[src/rtl/clock_period_meter.sv]
// rtl/clock_period_meter.sv - synchronised edge tick, period measurement and loss-of-signal timeout
module clock_period_meter #(
  parameter int COUNT_WIDTH    = 20,
  parameter int TIMEOUT_CYCLES = 1000000,
  parameter int EDGE_WIDTH     = 16
) (
  input  logic                   clock,
  input  logic                   reset,
  input  logic                   sig_in,
  output logic                   tick,
  output logic [COUNT_WIDTH-1:0] period,
  output logic                   period_valid,
  output logic                   locked,
  output logic                   timeout,
  output logic [EDGE_WIDTH-1:0]  edge_count
);

  localparam logic [COUNT_WIDTH-1:0] TIMEOUT_VAL = COUNT_WIDTH'(TIMEOUT_CYCLES);
  localparam logic [COUNT_WIDTH-1:0] CNT_ZERO    = '0;
  localparam logic [COUNT_WIDTH-1:0] CNT_ONE     = COUNT_WIDTH'(1);
  localparam logic [EDGE_WIDTH-1:0]  EDGE_ONE    = EDGE_WIDTH'(1);

  typedef enum logic [1:0] {
    ST_IDLE,
    ST_MEASURE,
    ST_TIMEOUT
  } state_t;

  state_t state_q, state_d;

  logic                   s1_q, s1_d;
  logic                   s2_q, s2_d;
  logic                   s3_q, s3_d;
  logic                   tick_q, tick_d;
  logic [COUNT_WIDTH-1:0] cnt_q, cnt_d;
  logic [COUNT_WIDTH-1:0] period_q, period_d;
  logic                   period_valid_q, period_valid_d;
  logic                   locked_q, locked_d;
  logic                   timeout_q, timeout_d;
  logic [EDGE_WIDTH-1:0]  edge_count_q, edge_count_d;

  logic edge_det;

  // s2 is the first metastability-safe copy; s3 remembers its previous value
  assign edge_det = s2_q & ~s3_q;

  // Synchroniser chain, tick pulse and free-running edge counter
  always_comb begin
    s1_d         = sig_in;
    s2_d         = s1_q;
    s3_d         = s2_q;
    tick_d       = edge_det;
    edge_count_d = edge_count_q;
    if (edge_det) begin
      edge_count_d = edge_count_q + EDGE_ONE;
    end
  end

  // Next state and measurement registers; an edge always outranks the timeout check
  always_comb begin
    state_d        = state_q;
    cnt_d          = cnt_q;
    period_d       = period_q;
    period_valid_d = 1'b0;
    locked_d       = locked_q;
    timeout_d      = timeout_q;
    case (state_q)
      ST_IDLE: begin
        cnt_d = CNT_ZERO;
        if (edge_det) begin
          state_d = ST_MEASURE;
          cnt_d   = CNT_ONE;
        end
      end
      ST_MEASURE: begin
        if (edge_det) begin
          period_d       = cnt_q;
          period_valid_d = 1'b1;
          locked_d       = 1'b1;
          cnt_d          = CNT_ONE;
        end else if (cnt_q == TIMEOUT_VAL) begin
          state_d   = ST_TIMEOUT;
          timeout_d = 1'b1;
          locked_d  = 1'b0;
          cnt_d     = CNT_ZERO;
        end else begin
          cnt_d = cnt_q + CNT_ONE;
        end
      end
      ST_TIMEOUT: begin
        cnt_d = CNT_ZERO;
        if (edge_det) begin
          // First edge after loss only restarts the measurement
          state_d   = ST_MEASURE;
          cnt_d     = CNT_ONE;
          timeout_d = 1'b0;
        end
      end
      default: begin
        state_d = ST_IDLE;
        cnt_d   = CNT_ZERO;
      end
    endcase
  end

  // FSM state register
  always_ff @(posedge clock or posedge reset) begin
    if (reset) begin
      state_q <= ST_IDLE;
    end else begin
      state_q <= state_d;
    end
  end

  // Datapath and output registers
  always_ff @(posedge clock or posedge reset) begin
    if (reset) begin
      s1_q           <= 1'b0;
      s2_q           <= 1'b0;
      s3_q           <= 1'b0;
      tick_q         <= 1'b0;
      cnt_q          <= '0;
      period_q       <= '0;
      period_valid_q <= 1'b0;
      locked_q       <= 1'b0;
      timeout_q      <= 1'b0;
      edge_count_q   <= '0;
    end else begin
      s1_q           <= s1_d;
      s2_q           <= s2_d;
      s3_q           <= s3_d;
      tick_q         <= tick_d;
      cnt_q          <= cnt_d;
      period_q       <= period_d;
      period_valid_q <= period_valid_d;
      locked_q       <= locked_d;
      timeout_q      <= timeout_d;
      edge_count_q   <= edge_count_d;
    end
  end

  assign tick         = tick_q;
  assign period       = period_q;
  assign period_valid = period_valid_q;
  assign locked       = locked_q;
  assign timeout      = timeout_q;
  assign edge_count   = edge_count_q;

endmodule

[config.mk]
export PLATFORM = sky130hd
export DESIGN_NAME = clock_period_meter
export DESIGN_NICKNAME = d
export VERILOG_FILES = /design/src/rtl/clock_period_meter.sv
export SDC_FILE = /design/constraint.sdc
export NUM_CORES = 1
export LEC_CHECK = 0
export BUFFER_PORTS_ARGS = -buffer_cell sky130_fd_sc_hd__buf_4
export CAP_MARGIN = 20
export CORE_MARGIN = 3
export CORE_UTILIZATION = 30
export CTS_BUF_LIST = sky130_fd_sc_hd__clkbuf_8
export DETAILED_ROUTE_END_ITERATION = 10
export PLACE_DENSITY = 0.49
export REMOVE_ABC_BUFFERS = 1
export SKIP_CTS_REPAIR_TIMING = 1
export SLEW_MARGIN = 20
export SYNTH_ARGS = -nofsm -noshare
export SYNTH_HDL_FRONTEND = slang
export SYNTH_SLANG_ARGS = --single-unit
[constraint.sdc]
create_clock -name clock -period 1.9 [get_ports clock]
set_input_delay 0.38 -clock clock [delete_from_list [all_inputs] [get_ports clock]]
set_output_delay 0.38 -clock clock [all_outputs]
set_load 0.02 [all_outputs]
# ---- Word level (Yosys, flattened, before mapping)
# Index checks and enable logic that the tools add are counted.
dict set report totals {
  register_bits 65
  inputBits 3
  word_cells 46
}
dict set report classes {
  addsub 2
  n_eq_ne 7
  mux 16
  bitwise_logic 2
  n_reduce_logical 8
}
# cell n
set ops {}
lappend ops {{$mux W20} 2}
lappend ops {{$pmux W20 S2} 1}
lappend ops {{$add A20 B1 Y20 const B} 1}
lappend ops {{$eq A20 B20 Y1 const B} 1}
lappend ops {{$add A16 B1 Y16 const B} 1}
lappend ops {{$mux W1} 8}
lappend ops {{$mux W2} 3}
lappend ops {{$ne A2 B2 Y1 const B} 3}
lappend ops {{$pmux W2 S2} 1}
lappend ops {{$reduce_and A2 Y1} 2}
lappend ops {{$reduce_and A4 Y1} 1}
lappend ops {{$reduce_bool A2 Y1} 2}
lappend ops {{$reduce_and A3 Y1} 1}
lappend ops {{$eq A2 B1 Y1 const B} 1}
lappend ops {{$eq A2 B2 Y1 const B} 1}
lappend ops {{$logic_not A2 Y1} 1}
lappend ops {{$ne A2 B1 Y1 const B} 1}
lappend ops {{$pmux W1 S2} 1}
lappend ops {{$reduce_or A2 Y1} 1}
lappend ops {{$and A1 B1 Y1} 1}
lappend ops {{$not A1 Y1} 1}

# ---- Longest topological paths before layout
dict set report depth {
  word_depth 4
  depth_mapped 7
  depth_no_buf 6
}

# ---- Worst setup path before layout
# Ideal clock, no wire load.
dict set report synth_timing {
  kind {register to register}
  start {register cnt_q[0]}
  end {register locked_q, in the netlist locked}
  setup_time_ns 0.118
  t_arrival_ns 1.727
  path_slack_ns 0.055
  stages_incl_launch_ff 7
  period_less_slack_ns 1.845
  path_cell_list {dfrtp_1 inv_1 ha_1 nand2b_4 or4_4 or3_4 a21o_1}
}
dict set report synth_between {
  elab_chain_cells 3
}
# item line_no
set synth_rtl {}
lappend synth_rtl {{start, declared} 35} ;# logic [COUNT_WIDTH-1:0] cnt_q, cnt_d;
lappend synth_rtl {{start signal, assigned} 133} ;# cnt_q <= cnt_d;
lappend synth_rtl {{$eq A20 B20 Y1} 81} ;# end else if (cnt_q == TIMEOUT_VAL) begin
lappend synth_rtl {{$reduce_bool A2 Y1 (no source line)} n/a}
lappend synth_rtl {{$reduce_and A2 Y1 (no source line)} n/a}
lappend synth_rtl {{end signal, assigned} 136} ;# locked_q <= locked_d;
lappend synth_rtl {{end, declared} 38} ;# logic locked_q, locked_d;
# No other way between the ends.
# A chain may end at the register's enable or synchronous reset.

# ---- Worst setup path after layout
dict set report layout_timing {
  start {register cnt_q[1]}
  end {register locked_q, in the netlist locked}
}
# Same word-level chain as after synthesis.

==> results.cfg <==
[floorplan]
die_y_um = 102
core_area_um2 = 8850
fp.dieW_um = 102
die_area_um2 = 10500
io_pins = 43
fp-row-count = 34
initial_core_util_pct = 31.4

[power_and_ir_drop]
swShare_pct = 29.0
p_clk_share_pct = 32.6
seq_power_share_pct = 49.4
p_int_mw = 2.35
ir_drop_mv = 0.577
power_frac_comb_pct = 18.0
p_per_area_nw_per_um2 = 932
power.leakage_nw = 1.70
p_sw_mw = 0.960

[sta]
post-route-period-util_pct = 95.8
worstMarginPinSlew_ns = 0.401
rsz0062_at_grt = false
final.setup_skew_ns = 0.00488
finalHoldViolations = 0
finalSetupViolations = 0
fmax_ghz = 0.549
finalCriticalPeriod_ns = 1.82
final-max-slew-violation-count = 0
fin_ws_ns = 0.0794
max_slew_margin_pct = 73.2

[synthesis]
synth_top_cell_by_area = dfrtp_1
ys_seq_area_share_pct = 58.5
ys.flop_type = dfrtp_1
ys_top_cells_by_area = dfrtp_1 (58%), mux2_2 (8.1%), xnor2_1 (4.7%)
synth-edff-count = 0
syn_area_per_cell_um2 = 11.9
netlist_top_cells_count = dfrtp_1 (65), mux2_2 (20), nor2_1 (17)
ys_types = 34
ys_ff_latch = 65
async_flop_share_pct = 100
synth_top_area_share_pct = 58.5
yosysMostFrequentCell = dfrtp_1
synth_area_um2 = 2780
netlist_instances = 233
ys.warnings.count = 0

[global_routing]
grt_first_pass_wirelength_mm = 9.69
grt_pass1_vias = 2030
grt.overflow.total = 0
grt_start_max_net_pins = 66
grt_use_total_pct = 12.1
antenna_found_initial = 0

[worst_setup_path]
path_cells = inv_1 -> ha_2 -> nand2b_4 -> or4_4 -> or3_4 -> a21o_1
worst-path-buf-inv = 1
slowest_stage = or4_4
rr_startpoint = cnt_q[1]
crit_path_end_kind = flip-flop
cp.required_ns = 2.14
arrival_ns = 2.06
crit_family = simple AND/OR/NAND/NOR gates
worstSetupStartpointType = flip-flop
startpoint = cnt_q[1]
cp_slowest_stage_delay_ns = 0.49
critPathKind = flip-flop to flip-flop
path_max_fanout = 3

[detailed_routing]
drtPass1Iterations = 4
drt_iter0_markers = 82
drc = 0
ant_nets = 0
wl_mm = 5.74
via_per_inst = 4.79
vias = 1965
wl_per_cell_um = 14.0

[cts]
path_clk_slew_ns = 0.07
clock_path_buffers = 2
cts_inserted_buffers = 9
clkSinkCount = 65
cts_tree = yes
htreeDepth = 3
clk_latency_ns = 0.34
cts-root-buf = clkbuf_8

[place]
gp_congestion = 0.775
hpwl_mm = 3.95
pre_cts_ws_ns = 0.0470
placed_area_um2 = 3350
numPortBuffers = 42

[finish]
fillCellCount = 876
finalNetCount = 304
stdcell_area_um2 = 3550
syn_to_final_growth_pct = 27.7
num_antenna_cells = 0
final_layout_size_suffix_gt1_share_pct = 35.4

[min_path]
hold_path.class = primary input to async pin

[flow_run]
drv_cap = 0

[run_status]
status = finished, final reports clean
kinds of logic after synthesis:
group | Yosys count | share of synthesized area, %
AND/OR/NAND/NOR | 83 | 16.9
flip-flops | 65 | 58.5
XOR/XNOR | 27 | 8.50
multiplexers | 20 | 8.09
AO/OA/AOI/OAI | 19 | 4.05
buffers and inverters | 16 | 2.70
adder cells (fa/ha/maj) | 3 | 1.35
worst reg2reg max path: stages, from the launching register on:
cell      delay [ns]
dfrtp_1         0.39
inv_1           0.07
ha_2            0.19
nand2b_4        0.05
or4_4           0.49
or3_4           0.35
a21o_1          0.18
layout make-up:
cell class                 count  area, um2  area share (%)
clock buffer                  12        165            4.65
clock inverter                 3       15.0           0.422
inverter                       8       30.0           0.845
multi-input combinational    152       1090            30.7
sequential                    65       1630            45.8
tap                          108        135            3.80
timing repair buffer          62        490            13.8
power groups by stage:
stage	Clock (mW)	Sequential [mW]	Combinational, mW
2_1_floorplan	0	1.76	0.229
3_3_place_gp	0	1.66	0.596
3_5_place_dp	0	1.66	0.604
4_1_cts	1.13	1.64	0.606
5_1_grt	1.18	1.66	0.662
6_report	1.08	1.64	0.596
registers in the layout, summed over array words and instances (netlist names):
register and flops:
edge_count 16, state_q 2, s3_q 1, cnt_q 20, period 20, tick 1
locked 1, timeout 1, s2_q 1, s1_q 1, period_valid 1
routing by layer:
layer  track usage [%]  wire length (um)  vias up
met3              4.98               301        8
met4              4.44                82        0
met2              18.5              2640       41
met1              15.4              2710      972
li1                  -                 -      944
met5                 0                 0        -
cell usage in the layout, fill, tap and decap left out, types with 3 or more instances in the layout:
| cell type | count |
|---|---|
| nand2b_1 | 3 |
| nand4_1 | 12 |
| or3_1 | 3 |
| xor2_1 | 12 |
| a21oi_1 | 7 |
| clkbuf_8 | 12 |
| inv_1 | 6 |
| o31ai_1 | 3 |
| clkinv_2 | 3 |
| o21ai_0 | 6 |
| nor2_1 | 16 |
| buf_4 | 60 |
| nand3_1 | 10 |
| nand2_1 | 15 |
| dfrtp_1 | 65 |
| and4_1 | 5 |
| xnor2_1 | 15 |
| mux2_2 | 20 |
| and3_1 | 4 |
worst paths after layout:
kind                                      end  slack, ns  depth (start not counted)
worst max register to register         locked       0.08                          6
max in group asynchronous            cnt_q[6]       1.51                          3
worst max-delay path                   locked       0.08                          6
worst min-delay path            edge_count[3]       0.10                          3
min in group clock                       s1_q       0.14                          1
worst min register to register           s2_q       0.36                          0
metrics by stage:
stage                     hold WS [ns]  util, %  instances  TNS, ns  power [mW]
after global placement           0.342     37.9        393        0        2.25
after floorplan                  0.331        -        225   -10.57        1.99
after detailed placement         0.343     37.9        393        0        2.27
after global routing             0.117     40.2        410        0        3.51
final                            0.102     40.2        410        0        3.31
after CTS                        0.114     39.9        408        0        3.38
(Power assumes the default switching activity.)
